**src/rtl/peridot_pfc_arbiter_if.sv**
```systemverilog
// Avalon-MM bus bundle for the two-master PFC arbiter.
// The slave modport is the arbiter's view; the master modport is the view
// of whatever drives both Avalon masters and models the PFC core.
interface peridot_pfc_arbiter_if;
    logic [3:0]  avs_a_address;
    logic        avs_a_read;
    logic        avs_a_write;
    logic [31:0] avs_a_writedata;
    logic [31:0] avs_a_readdata;
    logic        avs_a_waitrequest;

    logic [3:0]  avs_b_address;
    logic        avs_b_read;
    logic        avs_b_write;
    logic [31:0] avs_b_writedata;
    logic [31:0] avs_b_readdata;
    logic        avs_b_waitrequest;

    logic [36:0] coe_pfc_cmd;
    logic [31:0] coe_pfc_resp;

    modport slave (
        input  avs_a_address, avs_a_read, avs_a_write, avs_a_writedata,
        output avs_a_readdata, avs_a_waitrequest,
        input  avs_b_address, avs_b_read, avs_b_write, avs_b_writedata,
        output avs_b_readdata, avs_b_waitrequest,
        output coe_pfc_cmd,
        input  coe_pfc_resp
    );

    modport master (
        output avs_a_address, avs_a_read, avs_a_write, avs_a_writedata,
        input  avs_a_readdata, avs_a_waitrequest,
        output avs_b_address, avs_b_read, avs_b_write, avs_b_writedata,
        input  avs_b_readdata, avs_b_waitrequest,
        input  coe_pfc_cmd,
        output coe_pfc_resp
    );
endinterface

```
**src/rtl/peridot_pfc_arbiter.sv**
```systemverilog
// Round-robin arbiter sharing one PERIDOT PFC command bus between two
// Avalon-MM masters. One access is in flight at a time; reads wait RD_WAIT
// cycles for the PFC readback to settle before it is captured.
//
// state    | meaning
// ---------+----------------------------------------------------------
// S_IDLE   | no access in flight; arbitrate and latch the winner
// S_WRITE  | write strobe on the PFC bus, grantee completes this cycle
// S_RDSET  | read address on the PFC bus, counting settle cycles
// S_RDDONE | readback captured, grantee completes this cycle
module peridot_pfc_arbiter #(
    parameter int unsigned RD_WAIT = 1
) (
    input  logic                         csi_clk,
    input  logic                         rsi_reset,
    output logic                         coe_pfc_clk,
    output logic                         coe_pfc_reset,
    peridot_pfc_arbiter_if.slave         bus
);

    typedef enum logic [1:0] {
        S_IDLE   = 2'd0,
        S_WRITE  = 2'd1,
        S_RDSET  = 2'd2,
        S_RDDONE = 2'd3
    } state_t;

    localparam logic [3:0] LP_CNT_INIT = 4'(RD_WAIT - 1);

    state_t      r_state;
    logic        r_gnt_b;
    logic        r_last_b;
    logic [3:0]  r_cnt;
    logic [36:0] r_cmd;
    logic [31:0] r_rd_a;
    logic [31:0] r_rd_b;

    logic        w_req_a;
    logic        w_req_b;
    logic        w_pick_b;
    logic        w_sel_wr;
    logic [3:0]  w_sel_addr;
    logic [31:0] w_sel_data;
    logic        w_done;

    assign w_req_a    = bus.avs_a_read | bus.avs_a_write;
    assign w_req_b    = bus.avs_b_read | bus.avs_b_write;
    // B wins when it is alone, or on a tie when A was served last.
    assign w_pick_b   = w_req_b & (~w_req_a | ~r_last_b);
    // A simultaneous read+write from one master is treated as a write.
    assign w_sel_wr   = w_pick_b ? bus.avs_b_write     : bus.avs_a_write;
    assign w_sel_addr = w_pick_b ? bus.avs_b_address   : bus.avs_a_address;
    assign w_sel_data = w_pick_b ? bus.avs_b_writedata : bus.avs_a_writedata;

    assign w_done     = (r_state == S_WRITE) || (r_state == S_RDDONE);

    // Completion handshake is a pure decode of state and grantee.
    assign bus.avs_a_waitrequest = ~(w_done & ~r_gnt_b);
    assign bus.avs_b_waitrequest = ~(w_done &  r_gnt_b);
    assign bus.avs_a_readdata    = r_rd_a;
    assign bus.avs_b_readdata    = r_rd_b;
    assign bus.coe_pfc_cmd       = r_cmd;
    assign coe_pfc_clk           = csi_clk;
    assign coe_pfc_reset         = rsi_reset;

    // Arbitration, PFC command register, settle counter and readback capture.
    always_ff @(posedge csi_clk or posedge rsi_reset) begin
        if (rsi_reset) begin
            r_state  <= S_IDLE;
            r_gnt_b  <= 1'b0;
            r_last_b <= 1'b1;
            r_cnt    <= 4'd0;
            r_cmd    <= 37'd0;
            r_rd_a   <= 32'd0;
            r_rd_b   <= 32'd0;
        end else begin
            case (r_state)
                S_IDLE: begin
                    if (w_req_a || w_req_b) begin
                        r_gnt_b <= w_pick_b;
                        r_cmd   <= {w_sel_wr, w_sel_addr, w_sel_data};
                        r_cnt   <= LP_CNT_INIT;
                        r_state <= w_sel_wr ? S_WRITE : S_RDSET;
                    end
                end
                S_WRITE: begin
                    r_cmd[36] <= 1'b0;
                    r_last_b  <= r_gnt_b;
                    r_state   <= S_IDLE;
                end
                S_RDSET: begin
                    if (r_cnt == 4'd0) begin
                        if (r_gnt_b) begin
                            r_rd_b <= bus.coe_pfc_resp;
                        end else begin
                            r_rd_a <= bus.coe_pfc_resp;
                        end
                        r_state <= S_RDDONE;
                    end else begin
                        r_cnt <= r_cnt - 4'd1;
                    end
                end
                S_RDDONE: begin
                    r_last_b <= r_gnt_b;
                    r_state  <= S_IDLE;
                end
                default: begin
                    r_state <= S_IDLE;
                end
            endcase
        end
    end

endmodule

```
**src/flat_wrapper.sv**
```systemverilog
// flat-port wrapper written by rule: the top's interface ports become plain ports
module peridot_pfc_arbiter_flat 
#(
    parameter int unsigned RD_WAIT = 1
)
  (csi_clk, rsi_reset, coe_pfc_clk, coe_pfc_reset, bus_avs_a_address, bus_avs_a_read, bus_avs_a_write, bus_avs_a_writedata, bus_avs_a_readdata, bus_avs_a_waitrequest, bus_avs_b_address, bus_avs_b_read, bus_avs_b_write, bus_avs_b_writedata, bus_avs_b_readdata, bus_avs_b_waitrequest, bus_coe_pfc_cmd, bus_coe_pfc_resp);
  peridot_pfc_arbiter_if bus_i ();
  input  logic csi_clk;
  input  logic rsi_reset;
  output logic coe_pfc_clk;
  output logic coe_pfc_reset;
  input wire logic [$bits(bus_i.avs_a_address)-1:0] bus_avs_a_address;
  input wire logic [$bits(bus_i.avs_a_read)-1:0] bus_avs_a_read;
  input wire logic [$bits(bus_i.avs_a_write)-1:0] bus_avs_a_write;
  input wire logic [$bits(bus_i.avs_a_writedata)-1:0] bus_avs_a_writedata;
  output wire logic [$bits(bus_i.avs_a_readdata)-1:0] bus_avs_a_readdata;
  output wire logic [$bits(bus_i.avs_a_waitrequest)-1:0] bus_avs_a_waitrequest;
  input wire logic [$bits(bus_i.avs_b_address)-1:0] bus_avs_b_address;
  input wire logic [$bits(bus_i.avs_b_read)-1:0] bus_avs_b_read;
  input wire logic [$bits(bus_i.avs_b_write)-1:0] bus_avs_b_write;
  input wire logic [$bits(bus_i.avs_b_writedata)-1:0] bus_avs_b_writedata;
  output wire logic [$bits(bus_i.avs_b_readdata)-1:0] bus_avs_b_readdata;
  output wire logic [$bits(bus_i.avs_b_waitrequest)-1:0] bus_avs_b_waitrequest;
  output wire logic [$bits(bus_i.coe_pfc_cmd)-1:0] bus_coe_pfc_cmd;
  input wire logic [$bits(bus_i.coe_pfc_resp)-1:0] bus_coe_pfc_resp;
  assign bus_i.avs_a_address = bus_avs_a_address;
  assign bus_i.avs_a_read = bus_avs_a_read;
  assign bus_i.avs_a_write = bus_avs_a_write;
  assign bus_i.avs_a_writedata = bus_avs_a_writedata;
  assign bus_avs_a_readdata = bus_i.avs_a_readdata;
  assign bus_avs_a_waitrequest = bus_i.avs_a_waitrequest;
  assign bus_i.avs_b_address = bus_avs_b_address;
  assign bus_i.avs_b_read = bus_avs_b_read;
  assign bus_i.avs_b_write = bus_avs_b_write;
  assign bus_i.avs_b_writedata = bus_avs_b_writedata;
  assign bus_avs_b_readdata = bus_i.avs_b_readdata;
  assign bus_avs_b_waitrequest = bus_i.avs_b_waitrequest;
  assign bus_coe_pfc_cmd = bus_i.coe_pfc_cmd;
  assign bus_i.coe_pfc_resp = bus_coe_pfc_resp;
  peridot_pfc_arbiter #(.RD_WAIT(RD_WAIT)) u_core (.csi_clk(csi_clk), .rsi_reset(rsi_reset), .coe_pfc_clk(coe_pfc_clk), .coe_pfc_reset(coe_pfc_reset), .bus(bus_i));
endmodule
```
**config.mk**
```make
export PLATFORM = sky130hd
export DESIGN_NAME = peridot_pfc_arbiter_flat
export DESIGN_NICKNAME = d
export VERILOG_FILES = /design/src/rtl/peridot_pfc_arbiter_if.sv /design/src/rtl/peridot_pfc_arbiter.sv /design/src/flat_wrapper.sv
export SDC_FILE = /design/constraint.sdc
export NUM_CORES = 1
export LEC_CHECK = 0
export BUFFER_PORTS_ARGS = -buffer_cell sky130_fd_sc_hd__buf_2
export CORE_UTILIZATION = 30
export CTS_CLUSTER_SIZE = 8
export DETAILED_ROUTE_END_ITERATION = 8
export GPL_ROUTABILITY_DRIVEN = 0
export PLACE_DENSITY = 0.68
export SLEW_MARGIN = 20
export SYNTH_ARGS = -nofsm -noshare
export SYNTH_HDL_FRONTEND = slang
export SYNTH_SLANG_ARGS = --single-unit
```
**constraint.sdc**
```tcl
create_clock -name csi_clk -period 3.4 [get_ports csi_clk]
set_input_delay 0.68 -clock csi_clk [delete_from_list [all_inputs] [get_ports csi_clk]]
set_output_delay 0.68 -clock csi_clk [all_outputs]
set_load 0.1 [all_outputs]
```
Word-level counts from Yosys, hierarchy flattened
Index checks and enable logic that the tools add are counted.
- add/sub/neg operators: 1
- eq/ne operators: 6
- mux-type cells: 12
- bitwise operators: 11
- reductions and logical operators: 13
- operators with widths (cell ; count):
    37-bit two-way mux ; 1
    32-bit two-way mux ; 1
    4-bit two-way mux ; 3
    3-bit AND reduction ; 3
    4-bit case mux with 2 select lines ; 1
    2-bit two-way mux ; 3
    2-bit case mux with 3 select lines ; 1
    2-bit AND reduction ; 3
    1-bit inverter ; 5
    2-bit == test (second input constant) ; 2
    4-bit logical NOT ; 1
    2-bit by 1-bit != test with 1-bit output (second input constant) ; 2
    2-bit nonzero test ; 2
    4-bit by 1-bit subtractor with 4-bit output (second input constant) ; 1
    1-bit bitwise AND ; 3
    1-bit bitwise OR ; 3
    2-bit by 1-bit == test with 1-bit output (second input constant) ; 1
    2-bit logical NOT ; 1
    1-bit logical OR ; 2
    2-bit != test (second input constant) ; 1
    1-bit case mux with 2 select lines ; 1
    2-bit OR reduction ; 1
    1-bit two-way mux ; 1
- register bits: 109
- input bits: 110
- output and inout bits: 105

Longest topological paths before layout
Gate-level depths: netlist of run 1.
- word-level depth: 8
- mapped depth: 6

==> flow_summary_export.csv, run 1 <==
group,metric,value,unit
worst_setup_path,end_kind,"primary output",
logic_synthesis,postSynth.asyncResetShare,100,%
timing,finalSetupViolCount,0,
flow_run,cap_violations,0,
logic_synthesis,post-synth-top-area-cell,"dfrtp_1",
floorplan,core,0.0154,mm²
drt,vias_per_cell,4.97,
logic_synthesis,synth_compound_area_share,14.5,%
timing,max_slew.worst_pin.slew,0.655,ns
logic_synthesis,synth_area,0.00480,mm²
finish,post-route-util,41.5,%
clock_tree,post_cts_buffers,0,
drt,dr.pass1.iters,4,
drt,wl_met1,5.21,mm
finish,drive_above_1_share,51.6,%
finish,areaGrowthSynthToFinish,33.4,%
timing,rsz0062_at_grt,"false",
timing,hold_viol_final,0,
global_route,grt_max_degree,74,
floorplan,start_util,31.1,%
logic_synthesis,yosys.area_share.xor_xnor,0,%
logic_synthesis,ys.flop_type,"dfrtp_1",
floorplan,die_h,129,µm
finish,final_cell_mix,"buf_2, dfrtp_1, mux2_2",
clock_tree,clk_transition_reported_paths,0.07,ns
logic_synthesis,muxShareOfSynthArea,15.2,%
global_route,gr-usage-all-layers,15.3,%
drt,dr_wl_met2,5.74,mm
worst_setup_path,cp-start-kind,"clock port",
worst_setup_path,cp.arrival,2.23,ns
drt,met3_wirelength,1.07,mm
finish,final_common_cell,"buf_2",
logic_synthesis,synth_cells,400,
timing,fin_skew,0.00777,ns
worst_setup_path,criticalPathCategory,"clock port to primary output",
drt,routed_wl,12.4,mm
logic_synthesis,synth_top_cells_by_area,"dfrtp_1, mux2_2, nand3b_1, a31oi_1, o21ai_0",
finish,fill_cells,1524,
drt,vias,4074,
logic_synthesis,yosys_warnings,0,
global_route,antenna_found_initial,1,
floorplan,die_w,129,µm
outcome,status,"complete, no violations",
timing,final-max-slew-violation-count,0,
floorplan,rows,45,
logic_synthesis,synth_top_family_by_area,"multiplexers",
logic_synthesis,netlist.area_leader.share,56.3,%
placement,place_ws,0.750,ns
logic_synthesis,yosysSeqAreaShare,56.8,%
clock_tree,clkLatencyLatePin,0.45,ns
placement,io_buffers,214,
logic_synthesis,synth_fa_ha_area_share,0.521,%
drt,top_layer,"met4",
clock_tree,cts_tree,"yes",
drt,drt_iter0_markers,129,
global_route,grt_overflow_total,0,
worst_setup_path,critPathMaxFanout,2,
timing,slew-limit-headroom,55.9,%
worst_setup_path,required,2.72,ns
floorplan,fp.dieArea,0.0165,mm²
hold_path,hold_path.class,"primary input to async pin",
worst_setup_path,r2r_cells,6,
floorplan,io_pins,215,
logic_synthesis,yosys.cell_types.count,39,
finish,diodes,0,
logic_synthesis,syn_nets,512,
placement,hpwlAfterDp,9.17,mm
logic_synthesis,synth_area_per_cell,12.0,µm²
global_route,grt_pass1_wl,19.1,mm
timing,fin_tns_setup,0,ns
drt,drc_errors,0,
logic_synthesis,ys_ff_latch,109,
drt,post_drt_wl_per_cell,15.2,µm
logic_synthesis,synthSimpleGateAreaFrac,9.17,%
global_route,first_global_vias,3784,
logic_synthesis,synth_edf_count,0,
finish,nets,716,
timing,fin_ws,0.492,ns
clock_tree,cts-hold-fix-buffers,0,
clock_tree,cts.repair.resized,0,
drt,drtAntennaViolNets,0,
-- final timing paths --
check | startpoint | end | slack [ns]
max in group asynchronous | rsi_reset | u_core.bus.avs_a_readdata[10] | 2.12
setup reg to reg | u_core.r_cnt[0] | u_core.bus.avs_a_readdata[11] | 1.19
setup / recovery | csi_clk | coe_pfc_clk | 0.49
min in group csi_clk | bus_coe_pfc_resp[24] | u_core.bus.avs_a_readdata[24] | 0.47
hold / removal | rsi_reset | u_core.r_cnt[0] | 0.26
hold reg to reg | u_core.bus.avs_a_readdata[24] | u_core.bus.avs_a_readdata[24] | 0.49
-- metrics by stage --
stage	std cells	instance area, µm²	hold WS [ns]
2_1_floorplan	400	4810	0.481
6_report	819	6410	0.258
4_1_cts	818	6380	0.260
3_5_place_dp	800	6050	0.487
5_1_grt	819	6410	0.281
3_3_place_gp	800	6050	0.462
-- routing by layer --
metal | up-vias | global-route usage [%]
li1 | 1887 | -
met1 | 1972 | 18.0
met2 | 191 | 24.0
met3 | 24 | 4.99
met4 | 0 | 9.83
met5 | - | 0
-- cell usage after synthesis (2+ instances only) --
cell	number
dfrtp_1	108
mux2_2	62
o21ai_0	39
a21oi_1	38
a31oi_1	36
nand3b_1	36
clkbuf_1	17
buf_2	11
nor2_1	5
inv_1	4
nand2_1	4
buf_6	3
nand3_1	3
a2111oi_0	2
buf_4	2
ha_1	2
mux2_1	2
nand2b_1	2
nor3_1	2
nor3b_1	2
or2_2	2
-- critical path, cell delays in order --
cell and delay, ns:
clkbuf_16 0.12, clkbuf_16 0.13, buf_2 0.28
-- state kept, by name, summed over array words and instances (netlist names) --
signal,flops
u_core.bus.avs_b_readdata,32
u_core.r_gnt_b,1
u_core.bus.avs_a_readdata,32
u_core.r_cnt,4
u_core.r_state,2
u_core.bus.coe_pfc_cmd,37
u_core.r_last_b,1
-- cells by family (layout without fill, tap and decap cells) --
group | after synthesis | after routing
mux | 65 | 65
fa+ha+maj | 2 | 2
simple gates | 64 | 64
flops | 109 | 109
buf+inv | 37 | 245
compound gates | 123 | 123
-- final cells by class --
type	instances	area [µm²]	share of cell area, %
Clock buffer	17	330	5.16
Clock inverter	2	10.0	0.156
Inverter	4	18.8	0.293
Multi-Input combinational cell	254	1910	29.8
Sequential cell	109	2730	42.6
Tap cell	211	264	4.12
Timing Repair Buffer	222	1150	17.9
Power of run 1 is not shown: default switching activity piles up to over one toggle a cycle in this logic, so the estimate is an artifact.
==> run 2: changes to the inputs <==
--- a/config.mk
+++ b/config.mk
@@ -11,6 +11,7 @@
 export DETAILED_ROUTE_END_ITERATION = 8
 export GPL_ROUTABILITY_DRIVEN = 0
 export PLACE_DENSITY = 0.68
+export SETUP_SLACK_MARGIN = 0.5
 export SLEW_MARGIN = 20
 export SYNTH_ARGS = -nofsm -noshare
 export SYNTH_HDL_FRONTEND = slang
==> run 2 against run 1 <==
  * Hold slack unchanged
  * Routed wire length unchanged
  * Register-to-register slack about the same
  * Largest cell class unchanged
  * Global-route usage unchanged
  * Sequential share of layout area about the same
  * Clock skew unchanged
  * Cell area about the same
  * Highest routed layer unchanged
  * Worst setup slack improved by 0.058 ns
  * Critical path depth unchanged
==> flow_summary_export.csv, run 2 (synthesis results as in run 1) <==
group,metric,value,unit
worst_setup_path,crit_family,"buffers and inverters",
drt,wl_met1,5.21,mm
finish,nets,716,
worst_setup_path,path_cells,"clkbuf_16 > clkbuf_16 > buf_4",
timing,fin_skew,0.00777,ns
floorplan,die_w,129,µm
clock_tree,cts-hold-fix-buffers,0,
worst_setup_path,crit_path_frequent_cell,"clkbuf_16",
timing,rsz0062_at_grt,"false",
placement,placedCellCount,800,
floorplan,start_util,31.1,%
worst_setup_path,critical_path.slowest_cell,"buf_4",
finish,largest_reg_flops,37,
worst_setup_path,cp.depth,3,
floorplan,io_pins,215,
timing,final-max-slew-violation-count,0,
drt,drtAntennaViolNets,0,
global_route,gr-usage-all-layers,15.3,%
clock_tree,clk_transition_reported_paths,0.07,ns
drt,met3_wirelength,1.07,mm
finish,final_cell_mix,"buf_2, dfrtp_1, mux2_2",
drt,post_drt_wl_per_cell,15.2,µm
finish,diodes,0,
hold_path,hold_path.class,"primary input to async pin",
floorplan,core,0.0154,mm²
drt,dr_wl_met2,5.74,mm
clock_tree,post_cts_buffers,0,
timing,max_slew.worst_pin.slew,0.655,ns
finish,finalNonFillerCells,819,
placement,hpwlAfterDp,9.17,mm
global_route,grt_overflow_total,0,
worst_setup_path,cp.arrival,2.17,ns
timing,fin_tns_setup,0,ns
timing,finalSetupViolCount,0,
worst_setup_path,cp-start-kind,"clock port",
timing,hold_viol_final,0,
drt,dr.pass1.iters,4,
drt,drc_errors,0,
worst_setup_path,critPathMaxFanout,2,
global_route,first_global_vias,3784,
floorplan,die_h,129,µm
worst_setup_path,regToRegSetupSlack,1.19,ns
global_route,grt_pass1_wl,19.1,mm
clock_tree,cts_tree,"yes",
drt,top_layer,"met4",
timing,slew-limit-headroom,55.9,%
worst_setup_path,end_kind,"primary output",
worst_setup_path,criticalPathCategory,"clock port to primary output",
worst_setup_path,timing.rr.end,"u_core.bus.avs_a_readdata[11]",
floorplan,rows,45,
worst_setup_path,cp.buffers_inverters,3,
flow_run,cap_violations,0,
clock_tree,clkLatencyLatePin,0.45,ns
drt,routed_wl,12.4,mm
finish,areaGrowthSynthToFinish,33.4,%
worst_setup_path,crit_start,"csi_clk",
drt,vias_per_cell,4.97,
worst_setup_path,required,2.72,ns
placement,io_buffers,214,
finish,drive_above_1_share,51.6,%
global_route,antenna_found_initial,1,
outcome,status,"complete, no violations",
global_route,grt_max_degree,74,
floorplan,fp.dieArea,0.0165,mm²
worst_setup_path,slowest_delay,0.22,ns
finish,final_common_cell,"buf_2",
drt,drt_iter0_markers,129,
worst_setup_path,r2r_cells,6,
drt,vias,4074,
worst_setup_path,worstReg2RegStart,"u_core.r_cnt[0]",
run 2: final cells by class:
type	instances	area, µm²
clock buffers	17	333
clock inverters	2	10.0
fillers	1524	9020
inverters	4	18.8
multi-input cells	254	1910
flip-flops and latches	109	2730
well taps	211	264
repair buffers	222	1150
run 2: repair_timing:
| action | in CTS | in global routing |
|---|---|---|
| endpoints found under the setup margin | 1 | 0 |
| hold endpoints to repair | 0 | 0 |
| gates resized for setup | 1 | 0 |
run 2: worst max-delay path by stage:
stage               slack [ns]           to
finish                    0.55  coe_pfc_clk
global route              0.54  coe_pfc_clk
CTS                       0.55  coe_pfc_clk
detailed placement        0.75  coe_pfc_clk
global placement          0.75  coe_pfc_clk
floorplan                 0.81  coe_pfc_clk
run 2: per-stage QoR:
step                      utilization [%]  setup slack, ns  hold slack, ns  cell area, µm²
after floorplan                         -            0.808           0.481            4810
after global placement               39.2            0.750           0.462            6050
after detailed placement             39.2            0.750           0.487            6050
after CTS                            41.4            0.546           0.260            6390
after global routing                 41.5            0.543           0.281            6410
final                                41.5            0.550           0.258            6410
run 2: metal layers:
metal / vias to the layer above / track usage, %
met1: 1972 / 18.0
li1: 1887 / -
met2: 191 / 24.0
met5: - / 0
met3: 24 / 4.99
met4: 0 / 9.83
Power of run 2 is left out for the same reason.
==> run 3: changes to the inputs <==
==> constraint.sdc (replaced) <==
create_clock -name csi_clk -period 2.4 [get_ports csi_clk]
set_input_delay 0.48 -clock csi_clk [delete_from_list [all_inputs] [get_ports csi_clk]]
set_output_delay 0.48 -clock csi_clk [all_outputs]
set_load 0.1 [all_outputs]
==> run 3 against run 2 <==
  * Global-route usage increased by 0.61 points
  * Cell area is 6.3% higher
  * Flip-flop and latch count did not move
  * Critical path type unchanged
  * Critical endpoint unchanged
  * Largest cell class unchanged
==> flow_summary_export.csv, run 3 (synthesis results as in run 1) <==
group,metric,value,unit
worst_setup_path,critPathMaxFanout,2,
clock_tree,clkLatencyLatePin,0.45,ns
global_route,grt_pass1_wl,20.1,mm
drt,post_drt_wl_per_cell,15.6,µm
drt,vias_per_cell,4.92,
worst_setup_path,path_cells,"clkbuf_16 > clkbuf_16 > buf_12",
global_route,grt_util_met1,18.8,%
global_route,grt_max_degree,74,
global_route,antenna_found_initial,1,
placement,io_buffers,214,
clock_tree,cts_tree,"yes",
floorplan,io_pins,215,
drt,drc_errors,0,
finish,final_cell_mix,"buf_2, dfrtp_1, o21ai_0",
timing,rsz0062_at_grt,"true",
global_route,grt_overflow_total,0,
drt,drtAntennaViolNets,0,
worst_setup_path,end_kind,"primary output",
finish,final_common_cell,"buf_2",
drt,vias,4115,
floorplan,core,0.0154,mm²
worst_setup_path,crit_path_frequent_cell,"clkbuf_16",
timing,finalSetupViolCount,0,
drt,drt_iter0_markers,179,
drt,dr.pass1.iters,4,
worst_setup_path,required,1.92,ns
finish,seqCellArea,0.00273,mm²
timing,final-max-slew-violation-count,0,
worst_setup_path,criticalPathCategory,"clock port to primary output",
hold_path,hold_path.class,"primary input to async pin",
flow_run,cap_violations,0,
timing,fin_tns_setup,0,ns
finish,multiInputGateArea,0.00203,mm²
floorplan,die_h,129,µm
floorplan,start_util,31.1,%
global_route,gr-usage-all-layers,15.9,%
worst_setup_path,r2r_cells,8,
global_route,met3_usage,5.61,%
finish,drive_above_1_share,54.2,%
outcome,status,"complete, no violations",
worst_setup_path,critical_path.slowest_cell,"buf_12",
global_route,top_usage_layer,"met2",
worst_setup_path,timing.rr.end,"u_core.bus.avs_a_readdata[29]",
floorplan,fp.dieArea,0.0165,mm²
placement,hpwlAfterDp,8.88,mm
floorplan,rows,45,
worst_setup_path,worstReg2RegStart,"u_core.r_cnt[0]",
floorplan,die_w,129,µm
timing,fin_skew,0.00779,ns
finish,fill_cells,1475,
finish,areaGrowthSynthToFinish,41.8,%
worst_setup_path,cp.arrival,1.61,ns
timing,max_slew.worst_pin.slew,0.698,ns
worst_setup_path,slowest_delay,0.15,ns
finish,nets,731,
clock_tree,clk_transition_reported_paths,0.07,ns
clock_tree,cts-hold-fix-buffers,0,
drt,routed_wl,13.1,mm
finish,largest_reg_flops,37,
timing,slew-limit-headroom,53.5,%
worst_setup_path,cp-start-kind,"clock port",
global_route,first_global_vias,4090,
worst_setup_path,regToRegSetupSlack,0.37,ns
timing,hold_viol_final,0,
global_route,use_met2,25.7,%
==> run 3: cell types whose count changed in the layout (fill, tap and decap cells not counted), sizes merged <==
cell and delta:
buf +15, clkbuf -3, clkinvlp +2, clkinv +1, diode +1, inv +1
==> run 3: through the flow <==
step           area [µm²]  std cells  util, %  setup slack [ns]  hold slack (ns)
6_report             6810        836     44.2             0.309            0.233
5_1_grt              6810        835     44.1             0.296            0.257
4_1_cts              6780        834     43.9             0.305            0.244
3_5_place_dp         6070        801     39.3             0.333            0.469
3_3_place_gp         6070        801     39.3             0.450            0.463
2_1_floorplan        4810        400        -             0.505            0.481
==> run 3: routing by layer <==
| layer | wire length, µm | vias to the layer above |
|---|---|---|
| met3 | 1220 | 17 |
| met4 | 259 | 0 |
| met1 | 5530 | 1996 |
| met2 | 6040 | 192 |
| li1 | - | 1910 |
| met5 | 0 | - |
==> run 3: worst max-delay path by stage <==
stage	start	to	cells after the start
2_1_floorplan	u_core.r_cnt[0]	u_core.bus.avs_a_readdata[20]	6
3_3_place_gp	csi_clk	coe_pfc_clk	1
3_5_place_dp	bus_avs_a_write	u_core.bus.coe_pfc_cmd[33]	4
4_1_cts	csi_clk	coe_pfc_clk	3
5_1_grt	u_core.r_cnt[0]	u_core.bus.avs_a_readdata[11]	8
6_report	csi_clk	coe_pfc_clk	3
==> run 3: worst max-delay path: cells and delay by family <==
kind                   cells  cell delay (ns)
buffers and inverters      3             0.40
==> run 3: layout make-up <==
cell class | instances | share of cell area [%]
Antenna cell | 1 | 0.0367
Clock buffer | 14 | 4.90
Clock inverter | 6 | 0.680
Inverter | 4 | 0.275
Multi-Input combinational cell | 254 | 29.9
Sequential cell | 109 | 40.1
Tap cell | 211 | 3.88
Timing Repair Buffer | 237 | 20.3
==> run 3: timing repair <==
item / 4_1_cts / 5_1_grt
cloned: 3 / 0
buffers inserted: 11 / 1
pin swaps: 0 / 0
endpoints found under the setup margin: 103 / 67
gates resized for setup: 44 / 6
Power of run 3 is left out for the same reason.
